--- src/rtl/pipe_adder_if.sv ---
// pipe_adder_if: operand/result handshake bundle for pipe_adder.
//   Input channel : in_valid, in_ready, a, b, cin
//   Output channel: out_valid, out_ready, sum, cout, ovf
//   master modport: operand source / result consumer side.
//   slave modport : the adder itself.
interface pipe_adder_if #(
  parameter int WIDTH = 16
);
  logic             in_valid;
  logic             in_ready;
  logic [WIDTH-1:0] a;
  logic [WIDTH-1:0] b;
  logic             cin;
  logic             out_valid;
  logic             out_ready;
  logic [WIDTH-1:0] sum;
  logic             cout;
  logic             ovf;

  modport master (
    output in_valid, a, b, cin, out_ready,
    input  in_ready, out_valid, sum, cout, ovf
  );

  modport slave (
    input  in_valid, a, b, cin, out_ready,
    output in_ready, out_valid, sum, cout, ovf
  );
endinterface

--- src/rtl/pipe_adder.sv ---
// pipe_adder: pipelined WIDTH-bit adder, {cout,sum} = a + b + cin.
//   One CHUNK = WIDTH/STAGES bit slice is added per stage; the carry ripples
//   through the stage registers. Latency is STAGES cycles counting the
//   accepting edge; throughput is one operation per cycle. A full-pipe stall
//   (out_valid & !out_ready) freezes every stage.
// Ports:
//   clk    - rising-edge clock
//   rst_n  - asynchronous active-low reset (clears valids, gates outputs)
//   bus    - pipe_adder_if.slave: in_valid/in_ready/a/b/cin in,
//            out_valid/out_ready/sum/cout/ovf out
// Build option:
//   PIPE_ADD_OVF_EN - when defined, ovf reports signed overflow of the
//   presented result; otherwise ovf is tied to 0.
module pipe_adder #(
  parameter int WIDTH  = 16,
  parameter int STAGES = 4
) (
  input  logic        clk,
  input  logic        rst_n,
  pipe_adder_if.slave bus
);
  localparam int CHUNK = WIDTH / STAGES;

  function automatic logic [CHUNK:0] add_chunk(
    input logic [CHUNK-1:0] x,
    input logic [CHUNK-1:0] y,
    input logic             ci
  );
    return {1'b0, x} + {1'b0, y} + {{CHUNK{1'b0}}, ci};
  endfunction

  // control
  logic [STAGES-1:0] vld_p;
  logic [STAGES:0]   vld_shift;
  logic              ready_q;
  logic              advance;
  logic              out_valid;
  logic              push;

  // stage registers: full-width operand copies, partial sum, carry
  logic [WIDTH-1:0] a_p [STAGES];
  logic [WIDTH-1:0] b_p [STAGES];
  logic [WIDTH-1:0] s_p [STAGES];
  logic             c_p [STAGES];

  // per-stage inputs and next values
  logic [WIDTH-1:0] a_src [STAGES];
  logic [WIDTH-1:0] b_src [STAGES];
  logic [WIDTH-1:0] s_src [STAGES];
  logic             c_src [STAGES];
  logic [WIDTH-1:0] s_nx  [STAGES];
  logic             c_nx  [STAGES];
  logic [CHUNK:0]   part;

  assign out_valid    = vld_p[STAGES-1];
  assign advance      = !out_valid || bus.out_ready;
  // ready_q delays in_ready until the first edge after reset release
  assign bus.in_ready = ready_q && advance;
  assign push         = bus.in_valid && bus.in_ready;
  assign vld_shift    = {vld_p, push};

  always_ff @(posedge clk or negedge rst_n) begin
    if (!rst_n) begin
      ready_q <= 1'b0;
      vld_p   <= '0;
    end else begin
      ready_q <= 1'b1;
      if (advance) vld_p <= vld_shift[STAGES-1:0];
    end
  end

  // stage k adds slice k of the operands it received
  always_comb begin
    part     = '0;
    a_src[0] = bus.a;
    b_src[0] = bus.b;
    s_src[0] = '0;
    c_src[0] = bus.cin;
    for (int k = 1; k < STAGES; k++) begin
      a_src[k] = a_p[k-1];
      b_src[k] = b_p[k-1];
      s_src[k] = s_p[k-1];
      c_src[k] = c_p[k-1];
    end
    for (int k = 0; k < STAGES; k++) begin
      part    = add_chunk(a_src[k][k*CHUNK +: CHUNK],
                          b_src[k][k*CHUNK +: CHUNK], c_src[k]);
      s_nx[k] = s_src[k];
      s_nx[k][k*CHUNK +: CHUNK] = part[CHUNK-1:0];
      c_nx[k] = part[CHUNK];
    end
  end

  // stage boundary: every stage loads together or all hold
  always_ff @(posedge clk) begin
    if (advance) begin
      for (int k = 0; k < STAGES; k++) begin
        a_p[k] <= a_src[k];
        b_p[k] <= b_src[k];
        s_p[k] <= s_nx[k];
        c_p[k] <= c_nx[k];
      end
    end
  end

  // outputs are forced to 0 whenever no valid result is presented
  assign bus.out_valid = out_valid;
  assign bus.sum       = out_valid ? s_p[STAGES-1] : '0;
  assign bus.cout      = out_valid && c_p[STAGES-1];

`ifdef PIPE_ADD_OVF_EN
  // operand sign bits ride along in the last stage's operand copies
  logic sgn_a, sgn_b, sgn_s;
  assign sgn_a   = a_p[STAGES-1][WIDTH-1];
  assign sgn_b   = b_p[STAGES-1][WIDTH-1];
  assign sgn_s   = s_p[STAGES-1][WIDTH-1];
  assign bus.ovf = out_valid && (sgn_a == sgn_b) && (sgn_s != sgn_a);
`else
  assign bus.ovf = 1'b0;
`endif
endmodule

--- src/flat_wrapper.sv ---
// flat-port wrapper written by rule: the top's interface ports become plain ports
module pipe_adder_flat 
#(
  parameter int WIDTH  = 16,
  parameter int STAGES = 4
)
  (clk, rst_n, bus_in_valid, bus_a, bus_b, bus_cin, bus_out_ready, bus_in_ready, bus_out_valid, bus_sum, bus_cout, bus_ovf);
  pipe_adder_if #(.WIDTH(WIDTH)) bus_i ();
  input  logic clk;
  input  logic rst_n;
  input wire logic [$bits(bus_i.in_valid)-1:0] bus_in_valid;
  input wire logic [$bits(bus_i.a)-1:0] bus_a;
  input wire logic [$bits(bus_i.b)-1:0] bus_b;
  input wire logic [$bits(bus_i.cin)-1:0] bus_cin;
  input wire logic [$bits(bus_i.out_ready)-1:0] bus_out_ready;
  output wire logic [$bits(bus_i.in_ready)-1:0] bus_in_ready;
  output wire logic [$bits(bus_i.out_valid)-1:0] bus_out_valid;
  output wire logic [$bits(bus_i.sum)-1:0] bus_sum;
  output wire logic [$bits(bus_i.cout)-1:0] bus_cout;
  output wire logic [$bits(bus_i.ovf)-1:0] bus_ovf;
  assign bus_i.in_valid = bus_in_valid;
  assign bus_i.a = bus_a;
  assign bus_i.b = bus_b;
  assign bus_i.cin = bus_cin;
  assign bus_i.out_ready = bus_out_ready;
  assign bus_in_ready = bus_i.in_ready;
  assign bus_out_valid = bus_i.out_valid;
  assign bus_sum = bus_i.sum;
  assign bus_cout = bus_i.cout;
  assign bus_ovf = bus_i.ovf;
  pipe_adder #(.WIDTH(WIDTH), .STAGES(STAGES)) u_core (.clk(clk), .rst_n(rst_n), .bus(bus_i));
endmodule
--- config.mk ---
export PLATFORM = sky130hd
export DESIGN_NAME = pipe_adder_flat
export DESIGN_NICKNAME = d
export VERILOG_FILES = /design/src/rtl/pipe_adder_if.sv /design/src/rtl/pipe_adder.sv /design/src/flat_wrapper.sv
export SDC_FILE = /design/constraint.sdc
export NUM_CORES = 1
export LEC_CHECK = 0
export BUFFER_PORTS_ARGS = -buffer_cell sky130_fd_sc_hd__clkbuf_2
export CAP_MARGIN = 40
export CELL_PAD_IN_SITES_DETAIL_PLACEMENT = 0
export CELL_PAD_IN_SITES_GLOBAL_PLACEMENT = 1
export CORE_AREA = 2 2 128 68
export CTS_CLUSTER_SIZE = 40
export DETAILED_ROUTE_END_ITERATION = 10
export DIE_AREA = 0 0 130 70
export PLACE_DENSITY = 0.75
export SLEW_MARGIN = 20
export SYNTH_ARGS = -nofsm -noshare
export SYNTH_HDL_FRONTEND = slang
export SYNTH_SLANG_ARGS = --single-unit
--- constraint.sdc ---
create_clock -name clk -period 2.35 [get_ports clk]
set_input_delay 0.3525 -clock clk [delete_from_list [all_inputs] [get_ports clk]]
set_output_delay 0.3525 -clock clk [all_outputs]
set_load 0.02 [all_outputs]
== After elaboration in Yosys (flattened, before gate mapping) ==
Memories as Yosys holds them, arrays and structs flattened.
Index checks and enable logic that the tools add are counted.
Word-level totals
  output and inout port bits: 20
  register bits: 5
  logic and storage cells: 22
  bits in writable memories: 196
  input port bits: 37
  memories: 4
Cells by class
  add/sub/neg operators: 8
  reductions and logical operators: 5
  mux-type cells: 3
Memory list
  u_core.a_p: words 4, bits a word 16, rd ports 3, clocked after Yosys merged registers in 0, write ports 4, line pipe_adder.sv:41  | logic [WIDTH-1:0] a_p [STAGES];
  u_core.b_p: words 4, bits a word 16, rd ports 3, clocked after Yosys merged registers in 0, write ports 4, line pipe_adder.sv:42  | logic [WIDTH-1:0] b_p [STAGES];
  u_core.s_p: words 4, bits a word 16, rd ports 4, clocked after Yosys merged registers in 0, write ports 4, line pipe_adder.sv:43  | logic [WIDTH-1:0] s_p [STAGES];
  u_core.c_p: words 4, bits a word 1, rd ports 4, clocked after Yosys merged registers in 0, write ports 4, line pipe_adder.sv:44  | logic c_p [STAGES];
Operators by type and width (number)
  4-bit by 4-bit adder with 5-bit output: 4
  5-bit by 1-bit adder with 5-bit output: 4
  16-bit 2-to-1 mux: 1
  1-bit logical AND: 3
  1-bit 2-to-1 mux: 2
  1-bit zero test: 1
  1-bit logical OR: 1

== Depth between registers and ports, before layout ==
  depth after elaboration: 4
  gate-level depth with buffers: 6
  depth with buffers taken out: 6

== Worst setup path after synthesis ==
OpenSTA, ideal clock, no wires.
  path type: reg2out
  from: register u_core.vld_p[3]
  to: output bus_in_ready
  slack: 0.540 ns
  data required time: 1.997 ns
  cell stages (with the launch flop): 4
  arrival time: 1.457 ns
  path buffers: 1
  cell sequence: dfrtp_1 > nand2b_1 > buf_6 > and2_2
Between the ends
  cells in the longest elaborated chain, start to end: 3
Ends and longest elaborated chain
  start, declared: line pipe_adder.sv:33  | logic [STAGES-1:0] vld_p;
  start signal, assigned: line pipe_adder.sv:68  | if (advance) vld_p <= vld_shift[STAGES-1:0];
  1-bit zero test: line pipe_adder.sv:56  | assign advance = !out_valid || bus.out_ready;
  1-bit logical OR: line pipe_adder.sv:56
  1-bit logical AND: line pipe_adder.sv:58  | assign bus.in_ready = ready_q && advance;
  end, declared: line flat_wrapper.sv:16  | output wire logic [$bits(bus_i.in_ready)-1:0] bus_in_ready;
No other way between the ends.

==> flow_metrics.py <==
metrics = {
    "timing": {
        "slew_violations": 0,
        "hold_viol": 0,
        "max_freq_ghz": 0.543,
        "worst_slack_ps": 507,
        "clock_skew_ps": 5.45,
        "period_share_pct": 78.4,
        "setup_violations": 0,
        "period_minus_slack_ps": 1840,
        "setup_tns_ps": 0,
        "grt_setup_unrepaired": "no",
    },
    "critical_path": {
        "startpoint_type": "flop",
        "arrival_ps": 1940,
        "path_class": "reg2reg",
        "crit_path_max_fanout": 2,
        "cp_data_required_time_ps": 2440,
        "end_kind": "flop",
    },
    "placement": {
        "placed_cell_area_mm2": 0.00408,
        "gp_congestion": 0.718,
        "hpwl_mm": 2.87,
        "post-place-ws_ps": 494,
        "port_buffers": 55,
        "dp.cells": 357,
    },
    "pwr": {
        "p_int_w": 0.00405,
        "power_per_cell_area_mw_per_mm2": 1250,
        "power_frac_comb_pct": 21.5,
        "power_w": 0.00548,
        "pwr-share-clk_pct": 25.5,
        "power_leakage_nw": 1.81,
        "seqPwrFrac_pct": 53.0,
        "switchingPower_w": 0.00143,
        "peakVddDrop_uv": 469,
        "swShare_pct": 26.2,
    },
    "floorplan": {
        "dieArea_mm2": 0.00910,
        "die_x_um": 130,
        "die_height_um": 70,
        "rows": 24,
        "start_util_pct": 44.4,
        "boundaryPins": 57,
        "coreArea_mm2": 0.00820,
    },
    "synth": {
        "synth_edf_count": 92,
        "synth_largest_area_cell": "edfxtp_1",
        "synth.avg_cell_area_um2": 19.6,
        "synth_area_leaders": "edfxtp_1, fa_1, ha_1",
        "synth_top_area_share_pct": 75.9,
        "synthCells": 186,
        "synthFlopType": "edfxtp_1",
        "yosys_warnings": 0,
        "synth_fp_nets": 243,
        "seq_area_frac_synth_pct": 79.3,
        "netlist_area_mm2": 0.00364,
        "ys_types": 21,
        "async_flop_share_pct": 5.15,
        "synth_seq_cells": 97,
    },
    "clock_tree": {
        "postCtsHoldBufs": 1,
        "cts.sinks": 97,
        "cts_tree": "done",
        "post_cts_buffers": 0,
        "insertion_delay_ps": 340,
        "cts.htree.levels": 3,
        "clock_path_buffers": 2,
        "cts_buffers": 9,
        "cts_root_buf": "clkbuf_16",
        "path_clk_slew_ps": 60,
        "cts_resized": 0,
    },
    "job": {
        "maxCapViolCount": 0,
    },
    "routing": {
        "vias_per_cell": 4.22,
        "firstDrtPassIters": 4,
        "drtAntennaViolNets": 0,
        "drc": 0,
        "drt_wl_total_mm": 4.40,
        "initialDrtViolationCount": 149,
        "dr_total_vias": 1578,
        "wl_per_cell_um": 11.8,
    },
    "layout": {
        "areaGrowthSynthToFinish_pct": 20.1,
        "fin_cells": 374,
        "fin_nets": 309,
        "drive_gt1_share_pct": 31.5,
        "antenna_cells": 0,
        "final_area_mm2": 0.00437,
    },
    "global_route": {
        "grt_pass1_vias": 1468,
        "grt_overflow": 0,
        "grt.total_usage_pct": 10.7,
        "grt_max_degree": 85,
        "grt_first_pass_wirelength_mm": 6.87,
        "antenna_found_initial": 0,
    },
    "min_path": {
        "min_path_type": "in2reg",
    },
    "run_status": {
        "status": "finished clean",
    },
}
per-stage QoR:
stage          hold slack, ps  util [%]
2_1_floorplan            56.9         -
3_3_place_gp              172      49.7
3_5_place_dp              175      49.7
4_1_cts                   175      53.3
5_1_grt                   173      53.3
6_report                  189      53.3
cell families after synthesis:
family	Yosys count	share of synthesized area [%]
flip-flops	97	79.3
adder cells (fa/ha/maj)	20	8.52
other	2	0.206
multiplexers	2	0.825
AND/OR/NAND/NOR	27	4.91
buffers and inverters	16	1.96
AO/OA/AOI/OAI	14	2.34
XOR/XNOR	8	1.92
placed cells by master, fill, tap and decap left out, drive strengths merged:
cell	netlist	routed
clkbuf	1	66
dlygate4sd3	0	1
xnor2	7	7
dfrtp	5	5
buf	2	2
edfxtp	92	92
o21ai	4	4
and2	18	18
nand3	1	1
xor2	1	1
fa	8	8
mux2	2	2
clkinvlp	0	1
nor2b	3	3
or2b	1	1
bufinv	0	1
inv	13	14
clkinv	0	2
conb	2	2
ha	12	12
a21oi	4	4
a21o	6	6
nand2b	4	4
critical path, stage by stage, from the launching register on:
cell      delay [ps]
edfxtp_1         390
fa_1             460
fa_1             410
a21o_1           170
a21o_1           170
power by group through the flow:
| stage | Combinational, W | Clock, W | Sequential (W) |
|---|---|---|---|
| 2_1_floorplan | 0.000844 | 0 | 0.00290 |
| 3_3_place_gp | 0.00119 | 0 | 0.00291 |
| 3_5_place_dp | 0.00121 | 0 | 0.00295 |
| 4_1_cts | 0.00121 | 0.00145 | 0.00291 |
| 5_1_grt | 0.00134 | 0.00151 | 0.00296 |
| 6_report | 0.00118 | 0.00140 | 0.00290 |
final cells by class:
class,count,area [um2]
clock buffer,11,233
clock inverter,5,55.1
fill,667,3820
inverter,13,48.8
multi-input combinational,73,689
sequential,97,2890
tap,117,146
timing repair buffer,58,313
state kept, by name, summed over array words and instances (netlist names):
signal and cells:
u_core.a_p 24, u_core.b_p 24, u_core.s_p 40, u_core.c_p 4, u_core.ready_q 1, u_core.vld_p 4
synthesized netlist by cell type, types with 2 or more instances:
cell type,n
and2_2,8
dfrtp_1,5
and2_1,10
mux2_4,2
inv_1,13
ha_1,12
xnor2_1,7
conb_1,2
edfxtp_1,92
fa_1,8
nor2b_1,3
o21ai_0,4
nand2b_1,4
a21o_1,6
a21oi_1,4
metal layers:
layer | wire length [um] | part of all wire, % | track usage [%]
met2 | 1990 | 45 | 15.1
met5 | 0 | 0 | 0
met4 | 84 | 1.9 | 5.02
met1 | 2040 | 46 | 13.7
met3 | 290 | 6.6 | 5.59
worst paths after layout:
check | from | to | slack [ps] | cells past startpoint
max | u_core.c_p[2] | u_core.c_p[3] | 510 | 4
min | bus_b[9] | u_core.b_p[0][9] | 190 | 1
min in group asynchronous | rst_n | u_core.vld_p[3] | 360 | 2
min reg2reg | u_core.b_p[0][8] | u_core.b_p[1][8] | 420 | 0
max reg2reg | u_core.c_p[2] | u_core.c_p[3] | 510 | 4
max in group asynchronous | rst_n | u_core.ready_q | 1860 | 2
Power figures use the tool's default switching activity.
